`src/rtl/step_sequencer_ctrl_if.sv`:
```
// Handshake bundle between the step sequencer controller and its stepped datapath.
// The slave modport is the controller's view; master is the driving side's view.
interface step_sequencer_ctrl_if #(
  parameter int W = 4
);
  logic         start;
  logic         pause;
  logic         mode;
  logic [W-1:0] seed;
  logic [3:0]   steps;
  logic [W-1:0] target;
  logic [W-1:0] q;
  logic         ce;
  logic         load;
  logic [W-1:0] load_val;
  logic         busy;
  logic         done;
  logic         hit;
  logic [4:0]   count;

  modport slave (
    input  start, pause, mode, seed, steps, target, q,
    output ce, load, load_val, busy, done, hit, count
  );

  modport master (
    output start, pause, mode, seed, steps, target, q,
    input  ce, load, load_val, busy, done, hit, count
  );
endinterface

```
`src/rtl/step_sequencer_ctrl.sv`:
```
// Step sequencer controller: loads a seed into an external stepped register, then
// enables stepping until a step budget runs out or (MODE=1) the register hits TARGET.
module step_sequencer_ctrl #(
  parameter int W = 4
) (
  input  logic                 clk_i,
  input  logic                 rst_i,
  step_sequencer_ctrl_if.slave bus
);

  typedef enum logic [1:0] {
    S_IDLE = 2'd0,
    S_LOAD = 2'd1,
    S_RUN  = 2'd2,
    S_DONE = 2'd3
  } state_e;

  state_e       state_q;
  logic [W-1:0] seed_q;
  logic [W-1:0] target_q;
  logic [3:0]   steps_q;
  logic         mode_q;
  logic [4:0]   count_q;
  logic         hit_q;

  logic [4:0]   budget_s;
  logic         hit_now_s;
  logic         budget_end_s;
  logic         ce_s;

  // Run-cycle decisions: target match outranks budget exhaustion, which outranks pause.
  always_comb begin
    budget_s     = {1'b0, steps_q};
    hit_now_s    = 1'b0;
    budget_end_s = 1'b0;
    ce_s         = 1'b0;
    if (mode_q && (steps_q == 4'd0)) begin
      budget_s = 5'd16;
    end else begin
      budget_s = {1'b0, steps_q};
    end
    if (state_q == S_RUN) begin
      hit_now_s    = mode_q && (bus.q == target_q);
      budget_end_s = (count_q == budget_s);
      ce_s         = !hit_now_s && !budget_end_s && !bus.pause;
    end else begin
      hit_now_s    = 1'b0;
      budget_end_s = 1'b0;
      ce_s         = 1'b0;
    end
  end

  assign bus.ce       = ce_s;
  assign bus.load     = (state_q == S_LOAD);
  assign bus.busy     = (state_q == S_LOAD) || (state_q == S_RUN);
  assign bus.done     = (state_q == S_DONE);
  assign bus.load_val = seed_q;
  assign bus.hit      = hit_q;
  assign bus.count    = count_q;

  // Sequencer state, captured run parameters and result registers.
  always_ff @(posedge clk_i or posedge rst_i) begin
    if (rst_i) begin
      state_q  <= S_IDLE;
      seed_q   <= '0;
      target_q <= '0;
      steps_q  <= 4'd0;
      mode_q   <= 1'b0;
      count_q  <= 5'd0;
      hit_q    <= 1'b0;
    end else begin
      case (state_q)
        S_IDLE: begin
          if (bus.start) begin
            seed_q   <= bus.seed;
            target_q <= bus.target;
            steps_q  <= bus.steps;
            mode_q   <= bus.mode;
            count_q  <= 5'd0;
            hit_q    <= 1'b0;
            state_q  <= S_LOAD;
          end else begin
            state_q  <= S_IDLE;
          end
        end
        S_LOAD: begin
          state_q <= S_RUN;
        end
        S_RUN: begin
          if (hit_now_s) begin
            hit_q   <= 1'b1;
            state_q <= S_DONE;
          end else if (budget_end_s) begin
            state_q <= S_DONE;
          end else if (ce_s) begin
            count_q <= count_q + 5'd1;
            state_q <= S_RUN;
          end else begin
            state_q <= S_RUN;
          end
        end
        S_DONE: begin
          state_q <= S_IDLE;
        end
        default: begin
          state_q <= S_IDLE;
        end
      endcase
    end
  end

endmodule

```
`src/flat_wrapper.sv`:
```
// flat-port wrapper written by rule: the top's interface ports become plain ports
module step_sequencer_ctrl_flat 
#(
  parameter int W = 4
)
  (clk_i, rst_i, bus_start, bus_pause, bus_mode, bus_seed, bus_steps, bus_target, bus_q, bus_ce, bus_load, bus_load_val, bus_busy, bus_done, bus_hit, bus_count);
  step_sequencer_ctrl_if #(.W(W)) bus_i ();
  input  logic clk_i;
  input  logic rst_i;
  input wire logic [$bits(bus_i.start)-1:0] bus_start;
  input wire logic [$bits(bus_i.pause)-1:0] bus_pause;
  input wire logic [$bits(bus_i.mode)-1:0] bus_mode;
  input wire logic [$bits(bus_i.seed)-1:0] bus_seed;
  input wire logic [$bits(bus_i.steps)-1:0] bus_steps;
  input wire logic [$bits(bus_i.target)-1:0] bus_target;
  input wire logic [$bits(bus_i.q)-1:0] bus_q;
  output wire logic [$bits(bus_i.ce)-1:0] bus_ce;
  output wire logic [$bits(bus_i.load)-1:0] bus_load;
  output wire logic [$bits(bus_i.load_val)-1:0] bus_load_val;
  output wire logic [$bits(bus_i.busy)-1:0] bus_busy;
  output wire logic [$bits(bus_i.done)-1:0] bus_done;
  output wire logic [$bits(bus_i.hit)-1:0] bus_hit;
  output wire logic [$bits(bus_i.count)-1:0] bus_count;
  assign bus_i.start = bus_start;
  assign bus_i.pause = bus_pause;
  assign bus_i.mode = bus_mode;
  assign bus_i.seed = bus_seed;
  assign bus_i.steps = bus_steps;
  assign bus_i.target = bus_target;
  assign bus_i.q = bus_q;
  assign bus_ce = bus_i.ce;
  assign bus_load = bus_i.load;
  assign bus_load_val = bus_i.load_val;
  assign bus_busy = bus_i.busy;
  assign bus_done = bus_i.done;
  assign bus_hit = bus_i.hit;
  assign bus_count = bus_i.count;
  step_sequencer_ctrl #(.W(W)) u_core (.clk_i(clk_i), .rst_i(rst_i), .bus(bus_i));
endmodule
```
`config.mk`:
```
export PLATFORM = sky130hd
export DESIGN_NAME = step_sequencer_ctrl_flat
export DESIGN_NICKNAME = d
export VERILOG_FILES = /design/src/rtl/step_sequencer_ctrl_if.sv /design/src/rtl/step_sequencer_ctrl.sv /design/src/flat_wrapper.sv
export SDC_FILE = /design/constraint.sdc
export NUM_CORES = 1
export LEC_CHECK = 0
export ABC_AREA = 1
export ABC_CLOCK_PERIOD_IN_PS = 1410
export BUFFER_PORTS_ARGS = -buffer_cell sky130_fd_sc_hd__buf_4
export CAP_MARGIN = 10
export CORE_UTILIZATION = 45
export DETAILED_ROUTE_END_ITERATION = 8
export HOLD_SLACK_MARGIN = 0.03
export PLACE_DENSITY = 0.75
export RECOVER_POWER = 25
export SLEW_MARGIN = 20
export SYNTH_ARGS = -nofsm -noshare
export SYNTH_HDL_FRONTEND = slang
export SYNTH_SLANG_ARGS = --single-unit
```
`constraint.sdc`:
```
create_clock -name clk_i -period 1.41 [get_ports clk_i]
set_input_delay 0.3525 -clock clk_i [delete_from_list [all_inputs] [get_ports clk_i]]
set_output_delay 0.3525 -clock clk_i [all_outputs]
set_load 0.02 [all_outputs]
```
# Word-level counts from Yosys, hierarchy flattened
# Cells that the tools add are included.
# totals
regBits	21
in_bits	21
out_inout_bits	14
# op_classes
add_sub_neg	1
n_eq_ne	10
muxes	16
n_reduce_logical	14
# op_table
operator	count
$mux 5	5
$pmux 5 s2	1
$ne 2x2->1 const B	4
$pmux 2 s4	1
$mux 1	7
$add 5x1->5 const B	1
$eq 5x5->1	1
$reduce_and 5->1	1
$eq 2x2->1 const B	2
$eq 4x4->1	1
$logic_and 1x1->1	4
$logic_not 4->1	1
$logic_not 1->1	3
$reduce_and 3->1	1
$eq 2x1->1 const B	1
$logic_not 2->1	1
$mux 2	1
$ne 2x1->1 const B	1
$pmux 1 s2	1
$reduce_and 2->1	1
$reduce_bool 2->1	1
$logic_or 1x1->1	1

# Depth between registers and ports, before layout
# Gate-level depths: netlist of run 1.
# depth
ltp_word	12
mapped_depth	11
depth_no_buf	11

# Worst setup path after synthesis of run 1
# No wires, ideal clock.
# synth_timing
path_kind	reg-to-output
startpoint	register u_core.state_q[0]
endpoint	output port bus_ce
arrival_ns	1.116
required_time_ns	1.058
setup_slack_ns	-0.059
path_stages_with_launch	7
path_buffers	0
cell_sequence	dfrtp_1 > inv_1 > ha_1 > inv_1 > nor2_1 > nand3_2 > inv_1
# synth_via
elab_chain_cells	2
# synth_rtl
item	line_no	text
start, declared	step_sequencer_ctrl.sv:18	state_e state_q;
start signal, assigned	step_sequencer_ctrl.sv:64	state_q <= S_IDLE;
start signal, assigned	step_sequencer_ctrl.sv:81	state_q <= S_LOAD;
start signal, assigned	step_sequencer_ctrl.sv:83	state_q <= S_IDLE;
$eq 2x2->1	step_sequencer_ctrl.sv:42	if (state_q == S_RUN) begin
$mux 1	step_sequencer_ctrl.sv:42	
end, declared	flat_wrapper.sv:17	output wire logic [$bits(bus_i.ce)-1:0] bus_ce;
# No other way between the ends.

# Final worst setup path of run 1
# layout_timing
startpoint	register u_core.steps_q[0]
endpoint	output port bus_ce
# layout_via
elab_chain_cells	8
# layout_rtl
item	line_no	text
start, declared	step_sequencer_ctrl.sv:21	logic [3:0] steps_q;
start signal, assigned	step_sequencer_ctrl.sv:77	steps_q <= bus.steps;
$logic_not 4->1	step_sequencer_ctrl.sv:37	if (mode_q && (steps_q == 4'd0)) begin
$logic_and 1x1->1	step_sequencer_ctrl.sv:37	
$mux 5 *	step_sequencer_ctrl.sv:37	
$eq 5x5->1 *	step_sequencer_ctrl.sv:44	budget_end_s = (count_q == budget_s);
$logic_not 1->1 *	step_sequencer_ctrl.sv:45	ce_s = !hit_now_s && !budget_end_s && !bus.pause;
$logic_and 1x1->1 * (2 in a row)	step_sequencer_ctrl.sv:45	
$mux 1 *	step_sequencer_ctrl.sv:42	
# Every way passes the cells marked *; elsewhere a longest branch is shown, timed or not.

==> results.md, run 1 <==
* Core region area at 2280 um^2
* Area leader, netlist: sky130_fd_sc_hd__dfrtp_1
* Number of nets still failing antenna checks after routing at 0
* Switching part of the total power at 41.5%
* Number of diodes added for antenna fixing at 0
* Switching pwr at 1.48 mW
* Filler cell count in the final layout at 168
* Number of max-slew violations in the final report at 0
* Count of standard-cell rows at 17
* Number of distinct library cells after synthesis at 22
* Classification of the worst setup path: register to output port
* Number of nets at the end of the flow at 197
* Net count of the mapped netlist at 143
* CP Data Arrival Time at 1.45 ns
* Slew at the pin closest to its max-slew limit at 1.07 ns
* Maximum number of buffers from clock root to sink at 2
* Post-layout power at 3.56 mW
* CTS Root Cell: sky130_fd_sc_hd__clkbuf_4
* Portion of the post-synthesis area used by sequential elements at 47.0%
* Share of post-route cells with drive strength above 1 at 49.4%
* Inserted Clock Buffers at 3
* Total die area at 2690 um^2
* Count of port buffers added during placement at 34
* Leakage Power at 0.829 nW
* Number of enable flip-flop cells after synthesis at 0
* Layout overhead on the synthesized area at 49.9%
* Synthesis Warnings at 0
* Main combinational cell family by area after synthesis: simple AND/OR/NAND/NOR gates
* Worst path slowest cell: sky130_fd_sc_hd__dfrtp_1
* Area of combinational cells with multiple inputs at 629 um^2
* Detailed-route vias per instance at 4.84
* Maximum Capacitance Violations at 0
* Sink Count at 21
* Top area cells in the synthesized netlist: sky130_fd_sc_hd__dfrtp_1 (47%), sky130_fd_sc_hd__mux2_2 (8.1%), sky130_fd_sc_hd__nand2_1 (7.4%)
* Fmax achieved at 553 MHz
* Post-CTS clock slew at the launch and capture registers of the worst setup and hold paths at 0.12 ns
* Minimum clock period after layout at 1.81 ns
* Delay-heaviest family, CP: simple AND/OR/NAND/NOR gates
* Launching element type of the critical path: register
* Synthesized cell area at 1120 um^2
* Share of the synthesized area in compound gates (AO/OA/AOI/OAI) at 3.47%
* Mux cell area share after synthesis at 11.1%
* Worst slew margin relative to its limit at 28.6%
* Number of failing setup endpoints in the final timing report at 9
* Clock latency reported for the late side of the worst-skew pair at 0.30 ns
* WP data required at 1.06 ns
* Place WS at -0.0665 ns
* Library cell with the highest instance count after synthesis: sky130_fd_sc_hd__nand2_1
* Final wirelength at 2370 um
* First-pass detailed-route iteration total at 4
* Area used by sequential logic in the layout at 526 um^2
* Most frequent cell on the critical path: sky130_fd_sc_hd__nand2_1
* Number of ports placed on the die boundary at 35
* Most instantiated flip-flop cell in the synthesis netlist: sky130_fd_sc_hd__dfrtp_1
* Total number of vias at 958
* Number of antenna violations at the first check in global routing at 0
* H-tree levels at 1
* Final GP Congestion at 0.790
* Chain of cells forming the critical path: nor2_2 -> nand3_1 -> nand2_1 -> nand2_1 -> inv_1 -> nand2_2 -> nand3_4 -> inv_2 -> buf_6
* Hold_ws at 0.260 ns
* Remaining DRCs at 0
* Adder-cell share of the synthesized area at 5.60%
* Worst vdd ir at 1.51 mV
* Run status: complete, but fails checks
* Fraction of post-synthesis cell area in the top cell type by area at 47.0%
* Fraction of registers with async set/reset at 100%
* Fin worst setup slack at -0.397 ns
* Cell area power density at 2130 nW/um^2
* Half-perimeter wire length after placement at 1750 um
* Combinational share of power at 62.7%
* Synth top cells by count: sky130_fd_sc_hd__nand2_1 (22), sky130_fd_sc_hd__dfrtp_1 (21), sky130_fd_sc_hd__nor2_1 (13)
* Int Pwr at 2.08 mW
* Fraction of the cycle the final worst path needs at 128%
* Global-route usage over all layers at 19.3%
* Flop and latch count out of synthesis at 21
* Clock skew after layout at 0.0149 ns
* Initial detailed-routing violation count at 10
* Sum of overflow across all layers after global routing at 0
* RSZ-0062 raised after global routing: yes
* Number of standard cells after synthesis at 117
* Die X-Extent at 51.8 um
* Initial core utilization at 49.1%
* Global-route wire length before repair at 3850 um
* Fraction of the mapped netlist area in simple logic gates at 21.4%
* Number of global-route vias before repair at 919
* Hold Violations, Final at 0
* Critical path capture point type: output port
* Violated checks: negative setup slack
* Sequential share of power at 29.6%
* Critical path buffer and inverter count at 3
* Worst path max stage delay at 0.44 ns
* DIE HEIGHT at 51.8 um
* Mean Syn Cell Area at 9.55 um^2
* Largest net degree at the start of global routing at 22
* Worst min-delay path category: primary input to register
* Xor/xnor share of the synthesized area at 6.27%
* Clock tree from TritonCTS: built
* Maximum net fanout on the critical path at 3
* Clock share of power at 7.7%
* Average detailed-routed wire length per instance at 12.0 um
-- sequential cells by signal (all words and copies together), names as in the netlist --
name and count:
u_core.steps_q 4, u_core.state_q 2, u_core.bus.hit 1, u_core.target_q 4
u_core.mode_q 1, u_core.bus.load_val 4, u_core.bus.count 5
-- routing by layer --
| metal | global-route usage [%] | wire [um] | vias up |
|---|---|---|---|
| li1 | - | - | 482 |
| met1 | 23.7 | 1000 | 449 |
| met2 | 33.8 | 1270 | 25 |
| met3 | 4.09 | 91 | 2 |
| met4 | 5.41 | 10 | 0 |
| met5 | 0 | 0 | - |
-- worst reg2reg max path: cells and delay by family (launching register included) --
kind,cells,cell delay [ns]
buf+inv,3,0.31
simple gates,9,0.72
flops,1,0.44
-- metrics by stage --
step / setup TNS [ns] / utilization (%) / instance area [um^2] / cells
after floorplan: -0.0212 / - / 1120 / 117
after global placement: -0.0470 / 65.3 / 1490 / 189
after detailed placement: -0.139 / 65.3 / 1490 / 189
after CTS: -0.660 / 69.0 / 1570 / 194
after global routing: -2.39 / 73.6 / 1680 / 198
final: -1.59 / 73.6 / 1680 / 198
-- area by class of cell --
class / instances / area share [%]
clock buffer: 3 / 1.34
clock inverter: 1 / 0.299
sequential: 21 / 31.4
tap: 28 / 2.09
multi-input combinational: 82 / 37.6
timing repair buffer: 51 / 24.6
inverter: 12 / 2.69
-- placed cells by master (no fill, tap or decap), types with 4 or more instances in the layout --
cell,n
sky130_fd_sc_hd__buf_4,40
sky130_fd_sc_hd__nand2_2,7
sky130_fd_sc_hd__mux2_2,8
sky130_fd_sc_hd__inv_1,9
sky130_fd_sc_hd__nand3_1,8
sky130_fd_sc_hd__dfrtp_1,21
sky130_fd_sc_hd__nor2_1,10
sky130_fd_sc_hd__buf_6,9
sky130_fd_sc_hd__xnor2_1,6
sky130_fd_sc_hd__nand2_1,15
sky130_fd_sc_hd__clkbuf_4,4
-- worst paths after layout --
path,endpoint,from,depth (start not counted),slack [ns]
min in group asynchronous,u_core.bus.load_val[2],rst_i,3,0.37
max,bus_ce,u_core.steps_q[0],9,-0.40
max in group asynchronous,u_core.bus.count[0],rst_i,3,0.38
max reg2reg,u_core.bus.count[1],u_core.steps_q[0],12,-0.19
min,u_core.mode_q,bus_mode,2,0.26
min reg2reg,u_core.bus.load_val[1],u_core.bus.load_val[1],1,0.51
-- cell families after synthesis --
group / Yosys count
simple gates: 51
flops: 21
buf+inv: 14
mux: 11
xor+xnor: 8
compound gates: 7
fa+ha+maj: 5
-- power by group through the flow --
stage	logic [mW]	clock network [mW]	registers (mW)
finish	2.23	0.275	1.05
global route	2.41	0.310	1.09
CTS	1.91	0.290	1.05
detailed placement	1.75	0	1.05
global placement	1.68	0	1.04
floorplan	1.01	0	1.16
-- what timing repair did --
action                                  CTS  global route
cloned                                    0             0
gates resized for setup                  15            17
hold buffers                              0             0
endpoints found under the setup margin   16            10
buffers inserted                          1             5
pin swaps                                 3             6
endpoints found under the hold margin     0             0
Power figures use the tool's default switching activity.
==> run 2: changes to the inputs <==
CORE_UTILIZATION = 40   (was 45)
PLACE_DENSITY = 0.68   (was 0.75)
==> run 2 against run 1 <==
  * The run still ends with negative setup slack left
  * Sequential power up 4%
  * Non-clock buffer count up 2
  * Flip-flop and latch count unchanged
  * Cell area up 2.9%
  * Register-to-register slack better by 0.13 ns
  * Largest cell class unchanged
  * Critical endpoint unchanged
  * Wire length up 12%
  * Die area up 12%
  * Utilization down 6.5 points
==> results.md, run 2 (synthesis gave the netlist of run 1 again) <==
* Sequential share of power at 30.2%
* Critical path capture point type: output port
* Fin worst setup slack at -0.370 ns
* Detailed-route vias per instance at 4.84
* Final instance count without filler cells at 202
* Met1 usage in global routing at 21.8%
* Count of port buffers added during placement at 34
* Maximum net fanout on the critical path at 3
* Number of failing setup endpoints in the final timing report at 11
* Number of ports placed on the die boundary at 35
* Slew at the pin closest to its max-slew limit at 0.429 ns
* Maximum number of buffers from clock root to sink at 2
* Number of global-route vias before repair at 937
* H-tree levels at 1
* Minimum clock period after layout at 1.78 ns
* CTS Root Cell: sky130_fd_sc_hd__clkbuf_4
* Leakage Power at 0.842 nW
* Switching pwr at 1.48 mW
* Sum of overflow across all layers after global routing at 0
* Fraction of the cycle the final worst path needs at 126%
* Worst slew margin relative to its limit at 71.3%
* Hold_ws at 0.260 ns
* Worst vdd ir at 1.54 mV
* Worst min-delay path category: primary input to register
* Most frequent standard cell in the layout excluding fill and tap cells: sky130_fd_sc_hd__buf_4
* Layout overhead on the synthesized area at 54.3%
* Total number of vias at 977
* Filler cell count in the final layout at 215
* Initial detailed-routing violation count at 14
* Met2 usage in global routing at 36.5%
* WP data required at 1.06 ns
* Number of max-slew violations in the final report at 0
* Post-CTS clock slew at the launch and capture registers of the worst setup and hold paths at 0.13 ns
* Number of diodes added for antenna fixing at 0
* First-pass detailed-route iteration total at 6
* Number of nets still failing antenna checks after routing at 0
* Count of standard-cell rows at 18
* Share of post-route cells with drive strength above 1 at 49.4%
* Inserted Clock Buffers at 3
* Cell area power density at 2080 nW/um^2
* Combinational share of power at 61.5%
* Int Pwr at 2.11 mW
* Max reg flops at 5
* RSZ-0062 raised after global routing: yes
* Maximum Capacitance Violations at 0
* Core region area at 2570 um^2
* Remaining DRCs at 0
* Violated checks: negative setup slack
* Die X-Extent at 54.9 um
* Total die area at 3010 um^2
* Number of nets at the end of the flow at 199
* Global-route usage over all layers at 19.8%
* Largest net degree at the start of global routing at 16
* Clock tree from TritonCTS: built
* CP Data Arrival Time at 1.43 ns
* Number of antenna violations at the first check in global routing at 0
* Leading cell types in the layout, fill and taps excluded: sky130_fd_sc_hd__buf_4 (35), sky130_fd_sc_hd__nand2_1 (21), sky130_fd_sc_hd__dfrtp_1 (20)
* Run status: complete, but fails checks
* Fmax achieved at 562 MHz
* DIE HEIGHT at 54.9 um
* Switching part of the total power at 41.2%
* Global-route wire length before repair at 4060 um
* Hold Violations, Final at 0
* Average detailed-routed wire length per instance at 13.2 um
* Initial core utilization at 43.5%
* Placed Cells incl. Taps at 192
* Clock latency reported for the late side of the worst-skew pair at 0.31 ns
* Clock skew after layout at 0.0135 ns
* Final wirelength at 2660 um
* Sum of negative setup slack at -1.19 ns
* Post-layout power at 3.59 mW
* Final GP Congestion at 0.731
* Sink Count at 21
* Clock share of power at 8.3%
* Half-perimeter wire length after placement at 1920 um
* Global-route layer with the greatest usage: met2
* Launching element type of the critical path: register
* Global routing met3 resource utilization at 5.00%
* Classification of the worst setup path: register to output port
run 2: power groups by stage:
stage,clock network (mW),logic (mW),registers [mW]
3_5_place_dp,0,1.77,1.07
2_1_floorplan,0,1.01,1.16
3_3_place_gp,0,1.73,1.04
6_report,0.298,2.21,1.09
5_1_grt,0.327,2.42,1.13
4_1_cts,0.306,2.01,1.07
run 2: metal layers:
metal	vias up	routed length, um
met5	-	0
met4	0	38
met3	4	96
met2	23	1470
met1	465	1060
li1	485	-
run 2: timing repair:
item / 4_1_cts / 5_1_grt
resized for setup: 19 / 17
endpoints found under the setup margin: 22 / 26
setup buffers: 1 / 6
hold endpoints to repair: 1 / 0
hold buffers: 1 / 0
pin swaps: 8 / 8
run 2: final timing paths:
check                                            start                      to  slack [ns]  depth (start not counted)
worst max register to register     u_core.bus.count[0]     u_core.bus.count[4]       -0.06                          8
worst min-delay path                     bus_target[2]      u_core.target_q[2]        0.26                          2
worst min register to register  u_core.bus.load_val[0]  u_core.bus.load_val[0]        0.51                          1
max in group asynchronous                        rst_i      u_core.target_q[0]        0.41                          4
min in group asynchronous                        rst_i     u_core.bus.count[4]        0.58                          3
worst max-delay path                 u_core.steps_q[3]                  bus_ce       -0.37                          7
run 2: through the flow:
step,worst slack [ns],utilization (%),instance area (um^2)
2_1_floorplan,-0.0212,-,1120
3_3_place_gp,-0.0263,58.7,1510
3_5_place_dp,-0.0542,58.7,1510
4_1_cts,-0.358,63.5,1630
5_1_grt,-0.461,67.2,1720
6_report,-0.370,67.2,1720
run 2: critical path, stage by stage, from the launching register on:
cell	delay [ns]
sky130_fd_sc_hd__dfrtp_1	0.43
sky130_fd_sc_hd__xnor2_1	0.17
sky130_fd_sc_hd__nand2_1	0.08
sky130_fd_sc_hd__nor2_1	0.14
sky130_fd_sc_hd__nand2_2	0.08
sky130_fd_sc_hd__nand3_2	0.07
sky130_fd_sc_hd__inv_2	0.04
sky130_fd_sc_hd__buf_6	0.12
run 2: final cells by class:
cell class | count | area (um^2) | share of cell area (%)
clock buffers | 3 | 22.5 | 1.31
clock inverters | 1 | 5.00 | 0.290
repair buffers | 53 | 469 | 27.2
flip-flops and latches | 21 | 527 | 30.6
well taps | 30 | 37.5 | 2.18
inverters | 12 | 45.0 | 2.61
multi-input cells | 82 | 618 | 35.8
